$ cat src/rtl/seg7_scan_ctrl.sv
// Multiplexed common-anode 7-segment scanner with frame-synchronous double buffering.
// Ports: clk_i/rst_i (sync, active high), en_i, load_i, value_i, dp_i, lz_supp_i -> load_ack_o, seg_n_o, dp_n_o, anode_n_o.

module seg7_dec (
  input  logic [3:0] hex_i,
  output logic [6:0] seg_n_o
);
  // {a,b,c,d,e,f,g}, active low
  always_comb begin
    unique case (hex_i)
      4'h0: seg_n_o = 7'h01;
      4'h1: seg_n_o = 7'h4F;
      4'h2: seg_n_o = 7'h12;
      4'h3: seg_n_o = 7'h06;
      4'h4: seg_n_o = 7'h4C;
      4'h5: seg_n_o = 7'h24;
      4'h6: seg_n_o = 7'h20;
      4'h7: seg_n_o = 7'h0F;
      4'h8: seg_n_o = 7'h00;
      4'h9: seg_n_o = 7'h04;
      4'hA: seg_n_o = 7'h08;
      4'hB: seg_n_o = 7'h60;
      4'hC: seg_n_o = 7'h31;
      4'hD: seg_n_o = 7'h42;
      4'hE: seg_n_o = 7'h30;
      4'hF: seg_n_o = 7'h38;
    endcase
  end
endmodule

module seg7_scan_ctrl #(
  parameter int NUM_DIGITS   = 4,
  parameter int REFRESH_DIV  = 50000,
  parameter int BLANK_CYCLES = 2
) (
  input  logic                    clk_i,
  input  logic                    rst_i,
  input  logic                    en_i,
  input  logic                    load_i,
  input  logic [4*NUM_DIGITS-1:0] value_i,
  input  logic [NUM_DIGITS-1:0]   dp_i,
  input  logic                    lz_supp_i,
  output logic                    load_ack_o,
  output logic [6:0]              seg_n_o,
  output logic                    dp_n_o,
  output logic [NUM_DIGITS-1:0]   anode_n_o
);
  localparam int SW = $clog2(REFRESH_DIV);
  localparam int IW = $clog2(NUM_DIGITS);
  localparam int VW = 4 * NUM_DIGITS;
  localparam logic [SW-1:0] SLOT_LAST  = SW'(REFRESH_DIV - 1);
  localparam logic [SW-1:0] BLANK_LAST = SW'(BLANK_CYCLES - 1);
  localparam logic [IW-1:0] IDX_LAST   = IW'(NUM_DIGITS - 1);

  typedef enum logic {BLANK, SHOW} state_e;

  state_e                state_q, state_d;
  logic [SW-1:0]         slot_q, slot_d;
  logic [IW-1:0]         idx_q, idx_d;
  logic [VW-1:0]         shown_q, shown_d;
  logic [NUM_DIGITS-1:0] shown_dp_q, shown_dp_d;
  logic [VW-1:0]         pend_q, pend_d;
  logic [NUM_DIGITS-1:0] pend_dp_q, pend_dp_d;
  logic                  pend_vld_q, pend_vld_d;
  logic                  ack_q, ack_d;
  logic [6:0]            seg_q, seg_d;
  logic                  dp_q, dp_d;
  logic [NUM_DIGITS-1:0] an_q, an_d;

  logic [3:0]            digit;
  logic [6:0]            dec_seg;
  logic [NUM_DIGITS-1:0] supp;
  logic                  slot_end;
  logic                  frame_end;

  assign slot_end  = (state_q == SHOW) && (slot_q == SLOT_LAST);
  assign frame_end = slot_end && (idx_q == IDX_LAST);

  // Scan, buffer and commit all freeze together while disabled.
  always_comb begin
    state_d    = state_q;
    slot_d     = slot_q;
    idx_d      = idx_q;
    shown_d    = shown_q;
    shown_dp_d = shown_dp_q;
    pend_d     = pend_q;
    pend_dp_d  = pend_dp_q;
    pend_vld_d = pend_vld_q;
    ack_d      = 1'b0;
    if (en_i) begin
      slot_d = slot_end ? '0 : slot_q + 1'b1;
      if (state_q == BLANK) begin
        if (slot_q == BLANK_LAST) state_d = SHOW;
      end else if (slot_end) begin
        state_d = BLANK;
        idx_d   = (idx_q == IDX_LAST) ? '0 : idx_q + 1'b1;
      end
      // Commit before capture so a boundary-cycle load waits a frame.
      if (frame_end && pend_vld_q) begin
        shown_d    = pend_q;
        shown_dp_d = pend_dp_q;
        pend_vld_d = 1'b0;
        ack_d      = 1'b1;
      end
      if (load_i) begin
        pend_d     = value_i;
        pend_dp_d  = dp_i;
        pend_vld_d = 1'b1;
      end
    end
  end

  // Digit i blanks when it and every digit above it are zero.
  always_comb begin
    supp = '0;
    for (int i = 1; i < NUM_DIGITS; i++) begin
      supp[i] = lz_supp_i && ((shown_d >> (4 * i)) == '0);
    end
  end

  assign digit = shown_d[{idx_d, 2'b00} +: 4];

  seg7_dec u_dec (
    .hex_i   (digit),
    .seg_n_o (dec_seg)
  );

  // Outputs are built from next state so they line up with it.
  always_comb begin
    seg_d = 7'h7F;
    dp_d  = 1'b1;
    an_d  = '1;
    if (en_i && state_d == SHOW) begin
      an_d  = ~(NUM_DIGITS'(1) << idx_d);
      seg_d = supp[idx_d] ? 7'h7F : dec_seg;
      dp_d  = ~shown_dp_d[idx_d];
    end
  end

  always_ff @(posedge clk_i) begin
    if (rst_i) begin
      state_q    <= BLANK;
      slot_q     <= '0;
      idx_q      <= '0;
      shown_q    <= '0;
      shown_dp_q <= '0;
      pend_q     <= '0;
      pend_dp_q  <= '0;
      pend_vld_q <= 1'b0;
      ack_q      <= 1'b0;
      seg_q      <= 7'h7F;
      dp_q       <= 1'b1;
      an_q       <= '1;
    end else begin
      state_q    <= state_d;
      slot_q     <= slot_d;
      idx_q      <= idx_d;
      shown_q    <= shown_d;
      shown_dp_q <= shown_dp_d;
      pend_q     <= pend_d;
      pend_dp_q  <= pend_dp_d;
      pend_vld_q <= pend_vld_d;
      ack_q      <= ack_d;
      seg_q      <= seg_d;
      dp_q       <= dp_d;
      an_q       <= an_d;
    end
  end

  assign load_ack_o = ack_q;
  assign seg_n_o    = seg_q;
  assign dp_n_o     = dp_q;
  assign anode_n_o  = an_q;
endmodule
$ cat config.mk
export PLATFORM = sky130hd
export DESIGN_NAME = seg7_scan_ctrl
export DESIGN_NICKNAME = d
export VERILOG_FILES = /design/src/rtl/seg7_scan_ctrl.sv
export SDC_FILE = /design/constraint.sdc
export NUM_CORES = 1
export LEC_CHECK = 0
export CORE_MARGIN = 4
export CORE_UTILIZATION = 44
export DETAILED_ROUTE_END_ITERATION = 6
export PLACE_DENSITY = 0.66
export SLEW_MARGIN = 5
export SYNTH_ARGS = -nofsm -noshare
export SYNTH_HDL_FRONTEND = slang
export SYNTH_SLANG_ARGS = --single-unit
$ cat constraint.sdc
create_clock -name clk_i -period 4 [get_ports clk_i]
set_input_delay 0.6 -clock clk_i [delete_from_list [all_inputs] [get_ports clk_i]]
set_output_delay 0.6 -clock clk_i [all_outputs]
set_load 0.05 [all_outputs]
==> run metrics <==
number of H-tree levels=3; Post-CTS Setup Repair Bufs=0; number of hold-repair buffers added at the cts stage=0; area inside the core boundary=7770 um2; Finish-stage setup viols=0; sequential fraction of the synthesis area=0.413; final cell area excluding filler cells=4240 um2; Leak Pwr=1.61 nW; post-detailed-placement half-perimeter wirelength=5.75 mm; fill cell total of the finished layout=748; Synth cell types=53; proportion of synthesized area in mux cells=0.101; area used by multi-input combinational logic=1940 um2; count of clock tree sinks=73; vertical die dimension=97.6 um; Max Clock Skew=0.0133 ns; register bit count reported by yosys=73; setup TNS=0 ns; run status=finished, final reports clean; Die W=97.6 um; Max stage delay cell, worst path=sky130_fd_sc_hd__clkdlybuf4s50_1; VDD IR-drop max=0.173 mV; yosys synthesis warning count=0; Power Density=349 nW/um2; final hold violation count=0; maximum fanout count along the critical path=6; routability cong.=0.826; I/O Pins=38; vias in the first global route=2785; Post-Syn Area=3540 um2; final global-route overflow total=0; highest clock frequency the design can meet=0.299 GHz; Async S/R FF share, synth=0; maximum number of pins on one net before global-route repair=45; number of port buffers=37; top library cells by usage in the layout, fill and taps aside=sky130_fd_sc_hd__nand2_1, sky130_fd_sc_hd__dfxtp_1, sky130_fd_sc_hd__a21oi_1; Worst Path Buf+Inv=2; post-route clock period utilization=0.835; root cell of the clock tree=sky130_fd_sc_hd__clkbuf_8; CP most frequent cell=sky130_fd_sc_hd__nor2_1; critical path launch point type=primary input; number of antenna violations at the first check in global routing=0; CP Capture Type=flip-flop; Pre-Repair DR Iteration Count=4; row count=32; list of cells traversed by the critical path=clkdlybuf4s50_1 -> nand4_4 -> nor4_2 -> a21boi_1 -> a21oi_4 -> mux2_4 -> mux2i_4 -> inv_1 -> ha_1 -> nor2_1 -> nor2_1 -> a211o_1; most frequent standard cell in the layout excluding fill and tap cells=sky130_fd_sc_hd__nand2_1; critical path class=in -> reg; overall fraction of global-route tracks in use=0.166; worst hold slack=0.459 ns; area fraction in compound gates after synthesis=0.128; post-DR vias/cell=5.13; number of nets with antenna violations after detailed routing=0; share of layout cells above drive strength 1=0.113; Final Critical Period=3.34 ns; CTS tree=done; number of design rule violations left after detail routing=0; global-route wire length before repair=13.0 mm; HP Start=pend_dp_q[1]; starting density of the core=0.455; Worst Tran Pin Value=0.705 ns; xor/xnor share of the synthesized area=0.0372; type of the most critical hold path=reg -> reg; Clk Latency, worst-skew pair=0.34 ns; Register Area=1460 um2; Inserted Clock Buffers=9; number of antenna repair diodes=0; worst endpoint data arrival time=3.57 ns; Setup WS pre-CTS=0.331 ns; setup repair after global routing missed its margin=no; worst endpoint required time=4.23 ns; setup slack after layout=0.659 ns; number of nets in the final layout=489; number of vias in the routed layout=2890; Mapped Cells=419; Resized Gates After CTS=0; combinational family with the most area after synthesis=simple AND/OR/NAND/NOR gates; CTS Buffer Depth=2; post-synthesis net count=452; max_slew headroom=0.530; max-cap violations=0; Area after DPL=4020 um2; cell family contributing the most delay on the critical path=simple AND/OR/NAND/NOR gates; Synth Flop Type=sky130_fd_sc_hd__dfxtp_1; Wirelength per Cell=13.9 um; beginning of the critical path=en_i; number of synthesized flops with an enable pin=0; layout overhead on the synthesized area=20.0%; total count of max-transition violations in the final report=0; Post-Route Utilization=0.546; clk slew on worst S/H paths=0.08 ns; max incr delay on CP=0.53 ns; die outline area=9530 um2; wirelength, routed=7.84 mm; initial DRC count=94; launching point of the worst reg2reg path=slot_q[0]; post-synthesis adder-cell area fraction=0.0283; area fraction in and, or, nand and nor cells after synthesis=0.255; Mean Syn Cell Area=8.44 um2
-- report_power, final --
| group | switching (mW) | internal, mW |
|---|---|---|
| clock network | 0.270 | 0.368 |
| registers | 0.0139 | 0.742 |
| logic | 0.0457 | 0.0430 |
-- final cells by class --
| cell class | count | share of cell area |
|---|---|---|
| Multi-Input combinational cell | 315 | 0.458 |
| Sequential cell | 73 | 0.344 |
| Timing Repair Buffer | 49 | 0.109 |
| Clock buffer | 11 | 0.0333 |
| Tap cell | 102 | 0.0301 |
| Clock inverter | 5 | 0.0186 |
| Inverter | 8 | 0.00708 |
-- flip-flops by register name, indices dropped and copies added, names as in the netlist --
name,flops
pend_q,16
shown_q,16
slot_q,16
seg_n_o,7
anode_n_o,4
pend_dp_q,4
shown_dp_q,4
idx_q,2
dp_n_o,1
load_ack_o,1
pend_vld_q,1
state_q,1
-- path summary, 6_finish.rpt --
check	to	slack [ns]	cells past startpoint
min	pend_dp_q[1]	0.46	2
max reg2reg	seg_n_o[5]	0.76	12
min reg2reg	pend_dp_q[1]	0.46	2
max	seg_n_o[5]	0.66	12
-- cells by family after synthesis --
group	after synthesis
AOI/OAI and AO/OA	72
buffers and inverters	31
DFF	73
adders and majority gates	8
muxes	32
xor gates and xnor gates	15
and+or+nand+nor	188
-- metal layers --
layer / GRT usage / wire [um]
met5: 0 / 0
met4: 0.0735 / 154
met3: 0.0352 / 250
met2: 0.281 / 3700
met1: 0.203 / 3730
-- synth_stat cells (all sizes together), types with 5 or more instances --
master	number	area, um2
buf	5	33.8
nand2	93	349
nor2	35	148
nor4	6	43.8
o21ai	8	40.0
ha	8	100
o211ai	5	47.5
dfxtp	73	1460
mux2i	22	236
nor3	7	40.0
clkbuf	18	67.6
or3	7	48.8
a21oi	43	226
inv	8	30.0
nand3	11	55.1
nand4	7	65.1
xnor2	5	43.8
mux2	10	120
xor2	10	87.6
-- worst min-delay path: cells and delay by family (launching register included) --
| kind | cells | cell delay, ns |
|---|---|---|
| and+or+nand+nor | 1 | 0.05 |
| AOI/OAI and AO/OA | 1 | 0.05 |
| DFF | 1 | 0.31 |
-- per-stage QoR --
step | cells | power, mW
finish | 563 | 1.48
global route | 563 | 1.54
CTS | 563 | 1.50
detailed placement | 547 | 0.862
global placement | 547 | 0.861
floorplan | 419 | 0.818
Note: power is estimated with default switching activity, not from simulation.
